### config.mk
export PLATFORM = sky130hd
export DESIGN_NAME = polaris_fetch_queue_flat
export DESIGN_NICKNAME = d
export VERILOG_FILES = /design/src/rtl/polaris_fetch_queue_pkg.sv /design/src/rtl/polaris_fetch_queue_if.sv /design/src/rtl/polaris_fetch_queue_sync_fifo.sv /design/src/rtl/polaris_fetch_queue.sv /design/src/flat_wrapper.sv
export SDC_FILE = /design/constraint.sdc
export NUM_CORES = 1
export LEC_CHECK = 0
export ABC_AREA = 1
export BUFFER_PORTS_ARGS = -buffer_cell sky130_fd_sc_hd__buf_2
export CELL_PAD_IN_SITES_DETAIL_PLACEMENT = 1
export CELL_PAD_IN_SITES_GLOBAL_PLACEMENT = 2
export CORE_ASPECT_RATIO = 0.6
export CORE_MARGIN = 5
export CORE_UTILIZATION = 40
export DETAILED_ROUTE_END_ITERATION = 10
export PLACE_DENSITY_LB_ADDON = 0.1
export REMOVE_ABC_BUFFERS = 1
export SYNTH_ARGS = -nofsm -noshare
export SYNTH_HDL_FRONTEND = slang
export SYNTH_SLANG_ARGS = --single-unit
### constraint.sdc
create_clock -name clk_i -period 27.5 [get_ports clk_i]
set_input_delay 2.75 -clock clk_i [delete_from_list [all_inputs] [get_ports clk_i]]
set_output_delay 2.75 -clock clk_i [all_outputs]
set_load 0.1 [all_outputs]
### src/rtl/polaris_fetch_queue_pkg.sv
// polaris_fetch_queue_pkg: shared widths, reset vector, fault causes and fetch-entry sizing
package polaris_fetch_queue_pkg;
   localparam int XLEN_DEFAULT = 64;
   localparam int ILEN = 32;
   localparam logic [63:0] RESET_VECTOR = 64'hFFFF_FFFF_FFFF_FF00;
   localparam logic [1:0] ISIZ_WORD = 2'b10;
   typedef enum logic [3:0] {CAUSE_IMISALIGN = 4'd0, CAUSE_IACCESS = 4'd1} cause_e;
   // A fetch entry is packed as {inst, pc, fault, cause}.
   function automatic int entry_width(input int xlen);
      return ILEN + xlen + 1 + 4;
   endfunction
endpackage

### src/rtl/polaris_fetch_queue_if.sv
// polaris_fetch_queue_if: I-bus, redirect and sequencer handshake signals of the fetch queue
//   master: fetch-queue view (drives bus request and queue head)
//   slave : bus/sequencer view (drives ack, data, redirect and ready)
interface polaris_fetch_queue_if #(
   parameter int XLEN  = 64,
   parameter int DEPTH = 4
);
   logic [XLEN-1:0]              iadr_o;
   logic [1:0]                   isiz_o;
   logic                         istb_o;
   logic                         iack_i;
   logic                         ierr_i;
   logic [31:0]                  idat_i;
   logic                         redirect_i;
   logic [XLEN-1:0]              redirect_pc_i;
   logic                         inst_valid_o;
   logic [31:0]                  inst_o;
   logic [XLEN-1:0]              inst_pc_o;
   logic                         inst_fault_o;
   logic [3:0]                   inst_cause_o;
   logic                         inst_ready_i;
   logic [$clog2(DEPTH+1)-1:0]   level_o;
   modport master (
      output iadr_o, isiz_o, istb_o, inst_valid_o, inst_o, inst_pc_o, inst_fault_o, inst_cause_o, level_o,
      input  iack_i, ierr_i, idat_i, redirect_i, redirect_pc_i, inst_ready_i
   );
   modport slave (
      input  iadr_o, isiz_o, istb_o, inst_valid_o, inst_o, inst_pc_o, inst_fault_o, inst_cause_o, level_o,
      output iack_i, ierr_i, idat_i, redirect_i, redirect_pc_i, inst_ready_i
   );
endinterface

### src/rtl/polaris_fetch_queue_sync_fifo.sv
// polaris_sync_fifo: registered FIFO with flush, occupancy and head output
//   clk_i/reset_i: clock, async active-high reset
//   push/din: enqueue; pop: dequeue head (ignored when empty or flushing)
//   flush: empty the FIFO; a simultaneous push lands as the only entry
//   head/valid/level: head entry, non-empty flag, occupancy
module polaris_sync_fifo #(
   parameter int WIDTH = 8,
   parameter int DEPTH = 4
) (
   input  logic                       clk_i,
   input  logic                       reset_i,
   input  logic                       push,
   input  logic                       pop,
   input  logic                       flush,
   input  logic [WIDTH-1:0]           din,
   output logic [WIDTH-1:0]           head,
   output logic                       valid,
   output logic [$clog2(DEPTH+1)-1:0] level
);
   localparam int AW = $clog2(DEPTH);
   localparam int LW = $clog2(DEPTH+1);
   logic [WIDTH-1:0] mem [DEPTH];
   logic [AW-1:0]    rd, wr;
   logic             do_push, do_pop;
   always_comb begin
      do_push = push & (flush | (level != LW'(DEPTH)));
      do_pop  = pop & valid & !flush;
   end
   always_ff @(posedge clk_i)
      if (do_push) mem[flush ? '0 : wr] <= din;
   always_ff @(posedge clk_i or posedge reset_i)
      if (reset_i) begin
         rd    <= '0;
         wr    <= '0;
         level <= '0;
      end else if (flush) begin
         rd    <= '0;
         wr    <= AW'(do_push);
         level <= LW'(do_push);
      end else begin
         rd    <= rd + AW'(do_pop);
         wr    <= wr + AW'(do_push);
         level <= level + LW'(do_push) - LW'(do_pop);
      end
   assign valid = level != '0;
   assign head  = mem[rd];
endmodule

### src/rtl/polaris_fetch_queue.sv
// polaris_fetch_queue: instruction-fetch front end owning the fetch PC, I-bus requests and a prefetch queue
//   clk_i/reset_i: clock, async active-high reset
//   bus (master): I-bus request/ack, redirect, and {inst, pc, fault, cause} head handshake with occupancy
module polaris_fetch_queue #(
   parameter int          XLEN         = polaris_fetch_queue_pkg::XLEN_DEFAULT,
   parameter int          DEPTH        = 4,
   parameter logic [63:0] RESET_VECTOR = polaris_fetch_queue_pkg::RESET_VECTOR
) (
   input  logic             clk_i,
   input  logic             reset_i,
   polaris_fetch_queue_if.master bus
);
   import polaris_fetch_queue_pkg::*;
   localparam int EW = entry_width(XLEN);
   localparam int LW = $clog2(DEPTH+1);
   // fpc is the next address to fetch; adr is the address on the bus, which
   // must stay put while a killed request is still waiting for its ack.
   logic [XLEN-1:0] fpc, adr, fpc_n;
   logic            istb, kill, halt;
   logic            ack, held, mis, push, pop, halt_n, kill_n, istb_n;
   logic [3:0]      cause_n;
   logic [LW-1:0]   level, level_n;
   logic [EW-1:0]   din, head;
   logic            valid;
   always_comb begin
      ack     = istb & bus.iack_i;
      held    = istb & !bus.iack_i;
      mis     = bus.redirect_i & (bus.redirect_pc_i[1:0] != 2'b00);
      pop     = valid & bus.inst_ready_i & !bus.redirect_i;
      push    = bus.redirect_i ? mis : ack & !kill;
      cause_n = bus.ierr_i ? CAUSE_IACCESS : CAUSE_IMISALIGN;
      din     = bus.redirect_i ? {ILEN'(0), bus.redirect_pc_i, 1'b1, CAUSE_IMISALIGN}
                               : {bus.ierr_i ? ILEN'(0) : bus.idat_i, fpc, bus.ierr_i, cause_n};
      fpc_n   = bus.redirect_i ? bus.redirect_pc_i : push ? fpc + XLEN'(4) : fpc;
      halt_n  = bus.redirect_i ? mis : halt | (push & bus.ierr_i);
      // An outstanding request that is not acked on a redirect edge must have its response discarded.
      kill_n  = bus.redirect_i ? held : kill & !ack;
      level_n = bus.redirect_i ? LW'(mis) : level + LW'(push) - LW'(pop);
      // Issuing against next-state occupancy keeps level + outstanding <= DEPTH.
      istb_n  = held | (!halt_n & (level_n < LW'(DEPTH)));
   end
   always_ff @(posedge clk_i or posedge reset_i)
      if (reset_i) begin
         fpc  <= RESET_VECTOR[XLEN-1:0];
         adr  <= '0;
         istb <= 1'b0;
         kill <= 1'b0;
         halt <= 1'b0;
      end else begin
         fpc  <= fpc_n;
         adr  <= held ? adr : fpc_n;
         istb <= istb_n;
         kill <= kill_n;
         halt <= halt_n;
      end
   polaris_sync_fifo #(.WIDTH(EW), .DEPTH(DEPTH)) u_fifo (
      .clk_i   (clk_i),
      .reset_i (reset_i),
      .push    (push),
      .pop     (pop),
      .flush   (bus.redirect_i),
      .din     (din),
      .head    (head),
      .valid   (valid),
      .level   (level)
   );
   assign bus.istb_o       = istb;
   assign bus.iadr_o       = istb ? adr : '0;
   assign bus.isiz_o       = istb ? ISIZ_WORD : 2'b00;
   assign bus.inst_valid_o = valid;
   assign bus.inst_o       = valid ? head[EW-1 -: ILEN] : '0;
   assign bus.inst_pc_o    = valid ? head[XLEN+4:5] : '0;
   assign bus.inst_fault_o = valid & head[4];
   assign bus.inst_cause_o = valid ? head[3:0] : 4'd0;
   assign bus.level_o      = level;
endmodule
### src/flat_wrapper.sv
// flat-port wrapper written by rule: the top's interface ports become plain ports
module polaris_fetch_queue_flat import polaris_fetch_queue_pkg::*;
#(
   parameter int          XLEN         = polaris_fetch_queue_pkg::XLEN_DEFAULT,
   parameter int          DEPTH        = 4,
   parameter logic [63:0] RESET_VECTOR = polaris_fetch_queue_pkg::RESET_VECTOR
)
  (clk_i, reset_i, bus_iadr_o, bus_isiz_o, bus_istb_o, bus_inst_valid_o, bus_inst_o, bus_inst_pc_o, bus_inst_fault_o, bus_inst_cause_o, bus_level_o, bus_iack_i, bus_ierr_i, bus_idat_i, bus_redirect_i, bus_redirect_pc_i, bus_inst_ready_i);
  polaris_fetch_queue_if #(.XLEN(XLEN), .DEPTH(DEPTH)) bus_i ();
  input  logic clk_i;
  input  logic reset_i;
  output wire logic [$bits(bus_i.iadr_o)-1:0] bus_iadr_o;
  output wire logic [$bits(bus_i.isiz_o)-1:0] bus_isiz_o;
  output wire logic [$bits(bus_i.istb_o)-1:0] bus_istb_o;
  output wire logic [$bits(bus_i.inst_valid_o)-1:0] bus_inst_valid_o;
  output wire logic [$bits(bus_i.inst_o)-1:0] bus_inst_o;
  output wire logic [$bits(bus_i.inst_pc_o)-1:0] bus_inst_pc_o;
  output wire logic [$bits(bus_i.inst_fault_o)-1:0] bus_inst_fault_o;
  output wire logic [$bits(bus_i.inst_cause_o)-1:0] bus_inst_cause_o;
  output wire logic [$bits(bus_i.level_o)-1:0] bus_level_o;
  input wire logic [$bits(bus_i.iack_i)-1:0] bus_iack_i;
  input wire logic [$bits(bus_i.ierr_i)-1:0] bus_ierr_i;
  input wire logic [$bits(bus_i.idat_i)-1:0] bus_idat_i;
  input wire logic [$bits(bus_i.redirect_i)-1:0] bus_redirect_i;
  input wire logic [$bits(bus_i.redirect_pc_i)-1:0] bus_redirect_pc_i;
  input wire logic [$bits(bus_i.inst_ready_i)-1:0] bus_inst_ready_i;
  assign bus_iadr_o = bus_i.iadr_o;
  assign bus_isiz_o = bus_i.isiz_o;
  assign bus_istb_o = bus_i.istb_o;
  assign bus_inst_valid_o = bus_i.inst_valid_o;
  assign bus_inst_o = bus_i.inst_o;
  assign bus_inst_pc_o = bus_i.inst_pc_o;
  assign bus_inst_fault_o = bus_i.inst_fault_o;
  assign bus_inst_cause_o = bus_i.inst_cause_o;
  assign bus_level_o = bus_i.level_o;
  assign bus_i.iack_i = bus_iack_i;
  assign bus_i.ierr_i = bus_ierr_i;
  assign bus_i.idat_i = bus_idat_i;
  assign bus_i.redirect_i = bus_redirect_i;
  assign bus_i.redirect_pc_i = bus_redirect_pc_i;
  assign bus_i.inst_ready_i = bus_inst_ready_i;
  polaris_fetch_queue #(.XLEN(XLEN), .DEPTH(DEPTH), .RESET_VECTOR(RESET_VECTOR)) u_core (.clk_i(clk_i), .reset_i(reset_i), .bus(bus_i));
endmodule
==> results of run 1 <==
==> final timing paths <==
kind / depth (start not counted) / from / endpoint / slack, ns
setup / recovery: 5 / u_core.u_fifo.rd[0]$_DFF_PP0_ / bus_inst_pc_o[38] / 20.71
hold / removal: 2 / u_core.adr[1]$_DFFE_PP0N_ / u_core.adr[1]$_DFFE_PP0N_ / 0.48
setup reg to reg: 8 / u_core.bus.istb_o$_DFF_PP0_ / u_core.u_fifo.mem[0][21]$_DFFE_PP_ / 23.72
hold reg to reg: 2 / u_core.adr[1]$_DFFE_PP0N_ / u_core.adr[1]$_DFFE_PP0N_ / 0.48
max in group asynchronous: 3 / reset_i / u_core.u_fifo.rd[1]$_DFF_PP0_ / 24.14
min in group asynchronous: 2 / reset_i / u_core.adr[5]$_DFFE_PP0N_ / 2.18
==> cell families (layout without fill, tap and decap cells) <==
family                     after synthesis  count (layout)
muxes                                    1               1
adders and majority gates                8               8
AOI/OAI and AO/OA                      424             424
DFF                                    530             530
xor gates and xnor gates                 3               3
other                                    1               4
and+or+nand+nor                       1140            1140
buffers and inverters                  368             634
==> final cells by class <==
| type | count | area, um2 |
|---|---|---|
| tap | 781 | 977 |
| clock inverter | 26 | 184 |
| timing repair buffer | 292 | 1530 |
| inverter | 244 | 928 |
| multi-input combinational | 1580 | 7070 |
| sequential | 530 | 15300 |
| clock buffer | 72 | 1430 |
| fill | 6745 | 31600 |
==> metal layers <==
layer	vias up	wire length, um
li1	8568	-
met4	2	1250
met3	85	3180
met2	347	35100
met5	-	10
met1	9212	36400
==> flip-flops by register name, summed over array words and instances (netlist names) <==
| name | cells |
|---|---|
| u_core.fpc | 64 |
| u_core.bus.istb_o | 1 |
| u_core.u_fifo.level | 3 |
| u_core.u_fifo.wr | 2 |
| u_core.u_fifo.rd | 2 |
| u_core.u_fifo.mem | 392 |
| u_core.adr | 64 |
| u_core.kill | 1 |
| u_core.halt | 1 |
==> cells in the final DEF, fill, tap and decap left out, types with 5 or more instances in the layout <==
cell         n
dfstp_2     56
clkbuf_16   53
nand2_2     10
nor2_4       9
nand4_1     16
o21bai_1     5
o21ai_1     49
nor3_1      12
edfxtp_1   392
clkbuf_1    16
nor3_2       5
nor2_1     502
clkinv_1    13
dfrtp_1     79
and2_1       6
inv_1      227
clkinv_2    10
nand2_1    487
o21ai_0    250
inv_2       10
a21oi_1    100
nor2_2      19
ha_1         7
buf_4       23
buf_2      268
o22ai_1     10
nand3_1     56
==> worst register-to-register path, stage by stage (launching register included) <==
cell      delay, ns
dfrtp_2        0.73
nand2_1        0.18
nor2_1         0.17
o21ai_1        0.17
a31oi_2        0.27
inv_1          0.19
a211oi_4       0.19
buf_4          0.60
buf_4          0.80
==> through the flow <==
stage / power (mW) / utilization / std cells / cell area (um2) / setup WS [ns]
after floorplan: 1.99 / - / 2354 / 23200 / 13.81
after global placement: 2.23 / 0.437 / 3427 / 25800 / 21.26
after CTS: 2.94 / 0.464 / 3525 / 27400 / 20.61
after global routing: 3.03 / 0.464 / 3525 / 27400 / 20.39
final: 2.91 / 0.464 / 3525 / 27400 / 20.71
after detailed placement: 2.24 / 0.437 / 3427 / 25800 / 21.14
==> power groups by stage <==
stage	Clock, mW	Sequential, mW	Combinational [mW]
after CTS	0.710	1.01	1.22
after floorplan	0	1.05	0.942
after global routing	0.749	1.01	1.27
final	0.693	1.01	1.21
after global placement	0	1.02	1.21
after detailed placement	0	1.02	1.22
==> results.yml, run 1 <==
timing:
  worstMarginPinSlew_ns: 1.19
  skew_ns: 0.0222
  maxSlewViolCount: 0
  min_period_ns: 6.79
  hold_viol_final: 0
  setup_tns_ns: 0
  setup_viol: 0
  rsz0062_at_grt: "false"
  fin_crit_sh: 0.247
  slew-limit-headroom: 0.197
  holdWs_ns: 0.484
  clock.fmax_ghz: 0.147
critical_path:
  cp_slowest_stage_delay_ns: 0.87
  cp.arrival_ns: 4.04
  cp_top_family: "buffers and inverters"
  worstSetupPathType: "reg -> out"
  worstSetupStartpointType: "flop"
  crit_path_end_kind: "primary output"
  crit_chain: "inv_4 > buf_4 > o21ai_0 > a21oi_1 > buf_2"
  cp.buffers_inverters: 3
  required_ns: 24.75
  slowest_stage: "buf_4"
  path_max_fanout: 104
power_and_ir_drop:
  swShare: 0.483
  p_per_area_mw_per_mm2: 106
  p_int_mw: 1.50
  seq_power_share: 0.346
  power.leakage_nw: 11.7
  p_clk_frac: 0.238
  p_sw_mw: 1.40
  peakVddDrop_mv: 0.0772
  power.share.combinational: 0.416
drt:
  vias: 18200
  drt-total-wl_um: 76000
  vias_per_cell: 5.17
  dr.pass1.iters: 7
  routedWlPerCell_um: 21.6
  drcViolationCount: 0
  drt_iter0_markers: 1236
  ant_nets: 0
die:
  fp.dieW_um: 325
  start_util: 0.403
  num_io_pins: 274
  core_mm2: 0.0591
  die_area_mm2: 0.0646
  rows: 69
  dieHeight_um: 199
clock_tree:
  cts_buffer_depth: 3
  cts_hold_buf: 0
  post_cts_buffers: 0
  cts_tree: "yes"
  h-tree-depth: 2
  cts.sinks: 530
  numCtsBuffers: 53
  cts_root_buf: "clkbuf_16"
  path_clk_slew_ns: 0.06
  cts_resized: 0
  clk_latency_ns: 0.60
logic_synthesis:
  muxShareOfSynthArea: 0.000421
  ys_seq_elements: 530
  yosysMostFrequentCell: "nor2_1"
  synth_common_cells: "nor2_1 (504), nand2_1 (487), edfxtp_1 (392)"
  synthXorXnorAreaFrac: 0.00110
  yosysTopAreaCellShare: 0.495
  synth_fa_ha_area_frac: 0.00452
  avgSynthCellArea_um2: 9.61
  synth_cells: 2475
  syn-cell-area_mm2: 0.0238
  async_reset_ff_frac: 0.260
  synth.distinct_cells: 52
  synth-main-ff-cell: "edfxtp_1"
  yosysWarnings: 0
  yosys.area_share.simple: 0.197
  synthTopCellsByArea: "edfxtp_1 (49%), dfrtp_1 (8.6%), nor2_1 (8.0%)"
  yosys.area.top_type: "edfxtp_1"
  synth-edff-count: 392
  synth_compound_area_frac: 0.0918
  synth_top_family_by_area: "simple AND/OR/NAND/NOR gates"
  ys_seq_area_frac: 0.643
placement:
  dp_hpwl_um: 50400
  port_buffers: 269
  gp_congestion: 0.844
global_routing:
  grt_use_met1: 0.334
  met3_usage: 0.0350
  grt_pass1_vias: 19300
  groute.usage.overall: 0.232
  antenna_found_initial: 1
  grt_pass1_wl_um: 116000
  grt_overflow: 0
  busiest_layer: "met2"
  grtUsageMet2: 0.379
  grt_max_degree: 105
cells_and_area:
  nets: 2811
  area_growth_pct: 15.2
  num_antenna_cells: 0
  drive_gt1_frac: 0.182
outcome:
  outcome: "complete, no violations"
hold_path:
  hold_path_class: "reg -> reg"
flow_run:
  cap_violations: 0
Note: power is estimated with default switching activity, not from simulation.
==> inputs of run 2 (changes only) <==
--- a/config.mk
+++ b/config.mk
@@ -5,13 +5,13 @@
 export SDC_FILE = /design/constraint.sdc
 export NUM_CORES = 1
 export LEC_CHECK = 0
-export ABC_AREA = 1
+export ABC_AREA = 0
 export BUFFER_PORTS_ARGS = -buffer_cell sky130_fd_sc_hd__buf_2
 export CELL_PAD_IN_SITES_DETAIL_PLACEMENT = 1
 export CELL_PAD_IN_SITES_GLOBAL_PLACEMENT = 2
 export CORE_ASPECT_RATIO = 0.6
 export CORE_MARGIN = 5
-export CORE_UTILIZATION = 40
+export CORE_UTILIZATION = 38
 export DETAILED_ROUTE_END_ITERATION = 10
 export PLACE_DENSITY_LB_ADDON = 0.1
 export REMOVE_ABC_BUFFERS = 1
==> constraint.sdc (replaced) <==
create_clock -name clk_i -period 5.68 [get_ports clk_i]
set_input_delay 0.568 -clock clk_i [delete_from_list [all_inputs] [get_ports clk_i]]
set_output_delay 0.568 -clock clk_i [all_outputs]
set_load 0.1 [all_outputs]
==> results.yml, run 2 <==
cells_and_area:
  nets: 1841
  largestRegisters: "u_core.u_fifo.mem x392, u_core.adr x64, u_core.fpc x64"
  final-instance-count-excl-fill: 2559
  n_fill_cell: 5919
  largest_register_ffs: 392
  regMostFlops: "u_core.u_fifo.mem"
  final_cell_mix: "edfxtp_1 (392), buf_2 (268), and2_1 (203)"
  drive_gt1_frac: 0.359
  layout_commonest_cell: "edfxtp_1"
  area_growth_pct: 17.1
die:
  core_mm2: 0.0593
  rows: 69
  fp.dieW_um: 326
  start_util: 0.384
  dieHeight_um: 200
  num_io_pins: 274
  die_area_mm2: 0.0651
timing:
  maxSlewViolCount: 0
  min_period_ns: 3.82
  worstMarginPinSlew_ns: 1.04
  setup_viol: 0
  skew_ns: 0.0218
  hold_viol_final: 0
  clock.fmax_ghz: 0.262
  fin_ws_ns: 1.86
  fin_crit_sh: 0.673
  slew-limit-headroom: 0.303
  rsz0062_at_grt: "false"
logic_synthesis:
  ys_seq_elements: 530
  async_reset_ff_frac: 0.260
  synth.distinct_cells: 63
  synth_cells: 1460
  yosysTopAreaCellShare: 0.517
  synthTopCellsByArea: "edfxtp_1 (52%), mux4_2 (9.7%), dfrtp_1 (9.0%)"
  synth-main-ff-cell: "edfxtp_1"
  synth-edff-count: 392
  ys_seq_area_frac: 0.671
  yosysMostFrequentCell: "edfxtp_1"
  avgSynthCellArea_um2: 15.6
  yosysWarnings: 0
  syn-cell-area_mm2: 0.0228
  yosys.area.top_type: "edfxtp_1"
  synth_common_cells: "edfxtp_1 (392), and2_1 (203), mux4_2 (98)"
global_routing:
  grt_pass1_vias: 14700
  grt_max_degree: 99
  grt_overflow: 0
  antenna_found_initial: 2
  groute.usage.overall: 0.200
  grt_pass1_wl_um: 97800
drt:
  drt_iter0_markers: 866
  ant_nets: 0
  vias_per_cell: 5.33
  drt-total-wl_um: 65500
  drcViolationCount: 0
  vias: 13600
  dr.pass1.iters: 5
  routedWlPerCell_um: 25.6
critical_path:
  r2r_cells: 5
  cp_slowest_stage_delay_ns: 0.98
  cp_top_family: "flip-flops"
  worstSetupStartpointType: "flop"
  path_max_fanout: 41
  required_ns: 5.11
  r2r-start: "u_core.fpc[21]$_DFF_PP1_"
  cp.buffers_inverters: 2
  crit_chain: "buf_4 > mux4_2 > and2_1 > buf_2"
  r2r_end: "u_core.adr[46]$_DFFE_PP0N_"
  slowest_stage: "dfrtp_4"
  reg2reg_slack_ns: 2.46
  worstSetupPathType: "reg -> out"
  crit_path_end_kind: "primary output"
  cp.arrival_ns: 3.25
clock_tree:
  cts_buffer_depth: 3
  path_clk_slew_ns: 0.06
  cts_hold_buf: 0
  h-tree-depth: 2
  cts_root_buf: "clkbuf_16"
  cts_tree: "yes"
  numCtsBuffers: 52
  clk_latency_ns: 0.60
  cts_resized: 0
  post_cts_buffers: 0
  cts.sinks: 530
power_and_ir_drop:
  power.total_mw: 13.0
  p_per_area_mw_per_mm2: 486
  power.leakage_nw: 9.68
  peakVddDrop_mv: 0.358
placement:
  gp_congestion: 0.798
  post-place-ws_ns: 2.07
  placed_cells: 2458
  port_buffers: 269
  dp_hpwl_um: 43000
flow_run:
  cap_violations: 0
hold_path:
  hold_path_class: "in -> async"
outcome:
  outcome: "complete, no violations"
==> run 2: cell types whose count changed after synthesis, moves of 98 or more <==
cell | previous run | this run
nor2_1 | 504 | 64
nand2_1 | 487 | 83
o21ai_0 | 250 | 27
and2_1 | 6 | 203
inv_1 | 228 | 35
mux4_2 | 0 | 98
==> run 2: final cells by class <==
type | count | area (um2) | share of cell area
Antenna cell | 3 | 7.51 | 0.000281
Clock buffer | 81 | 1450 | 0.0544
Clock inverter | 17 | 145 | 0.00544
Inverter | 35 | 136 | 0.00511
Multi-Input combinational cell | 821 | 7100 | 0.266
Sequential cell | 530 | 15300 | 0.574
Tap cell | 781 | 977 | 0.0366
Timing Repair Buffer | 291 | 1560 | 0.0586
==> run 2: logic make-up (layout without fill, tap and decap cells) <==
kind of cell	count (synthesis)	count (layout)	share of synthesized area
compound gates	128	128	0.0354
xor+xnor	6	6	0.00231
fa+ha+maj	8	8	0.00472
buf+inv	112	424	0.0200
flops	530	530	0.671
mux	189	189	0.142
other cells	1	7	0.000165
simple gates	486	486	0.124
==> run 2: how the worst max path moves through the flow <==
stage                                              from                                 end  cells past startpoint
after floorplan             u_core.bus.istb_o$_DFF_PP0_   u_core.u_fifo.mem[1][0]$_DFFE_PP_                      5
after global placement                   bus_redirect_i  u_core.u_fifo.mem[3][95]$_DFFE_PP_                      6
after detailed placement                 bus_redirect_i  u_core.u_fifo.mem[3][80]$_DFFE_PP_                      6
after CTS                 u_core.u_fifo.rd[0]$_DFF_PP0_                   bus_inst_pc_o[55]                      4
after global routing      u_core.u_fifo.rd[0]$_DFF_PP0_                   bus_inst_pc_o[54]                      4
final                     u_core.u_fifo.rd[0]$_DFF_PP0_                   bus_inst_pc_o[54]                      4
==> run 2: per-layer routing <==
layer / share of wire / GRT usage / vias to the layer above
met2: 0.46 / 0.316 / 289
met1: 0.48 / 0.300 / 7178
met4: 0.012 / 0.0318 / 0
met3: 0.045 / 0.0344 / 57
met5: 0 / 0 / -
li1: - / - / 6115
==> run 2: power breakdown <==
| part | total [mW] | internal, mW | switching (mW) |
|---|---|---|---|
| logic | 4.81 | 0.911 | 3.90 |
| clock network | 3.32 | 1.85 | 1.47 |
| registers | 4.84 | 4.61 | 0.231 |
==> run 2: worst register-to-register path: stages, from the launching register on <==
cell	delay, ns
dfstp_2	0.59
nand4_1	0.44
nor4_2	0.93
and3_1	0.66
a31oi_1	0.21
o31ai_1	0.28
==> run 2: stage by stage <==
step | utilization | hold WS [ns] | setup TNS [ns] | cell area (um2)
finish | 0.450 | 0.168 | 0 | 26700
global route | 0.450 | 0.243 | 0 | 26700
CTS | 0.450 | 0.197 | 0 | 26700
detailed placement | 0.423 | 0.469 | 0 | 25100
global placement | 0.423 | 0.463 | 0 | 25100
floorplan | - | 0.431 | -756.12 | 22500
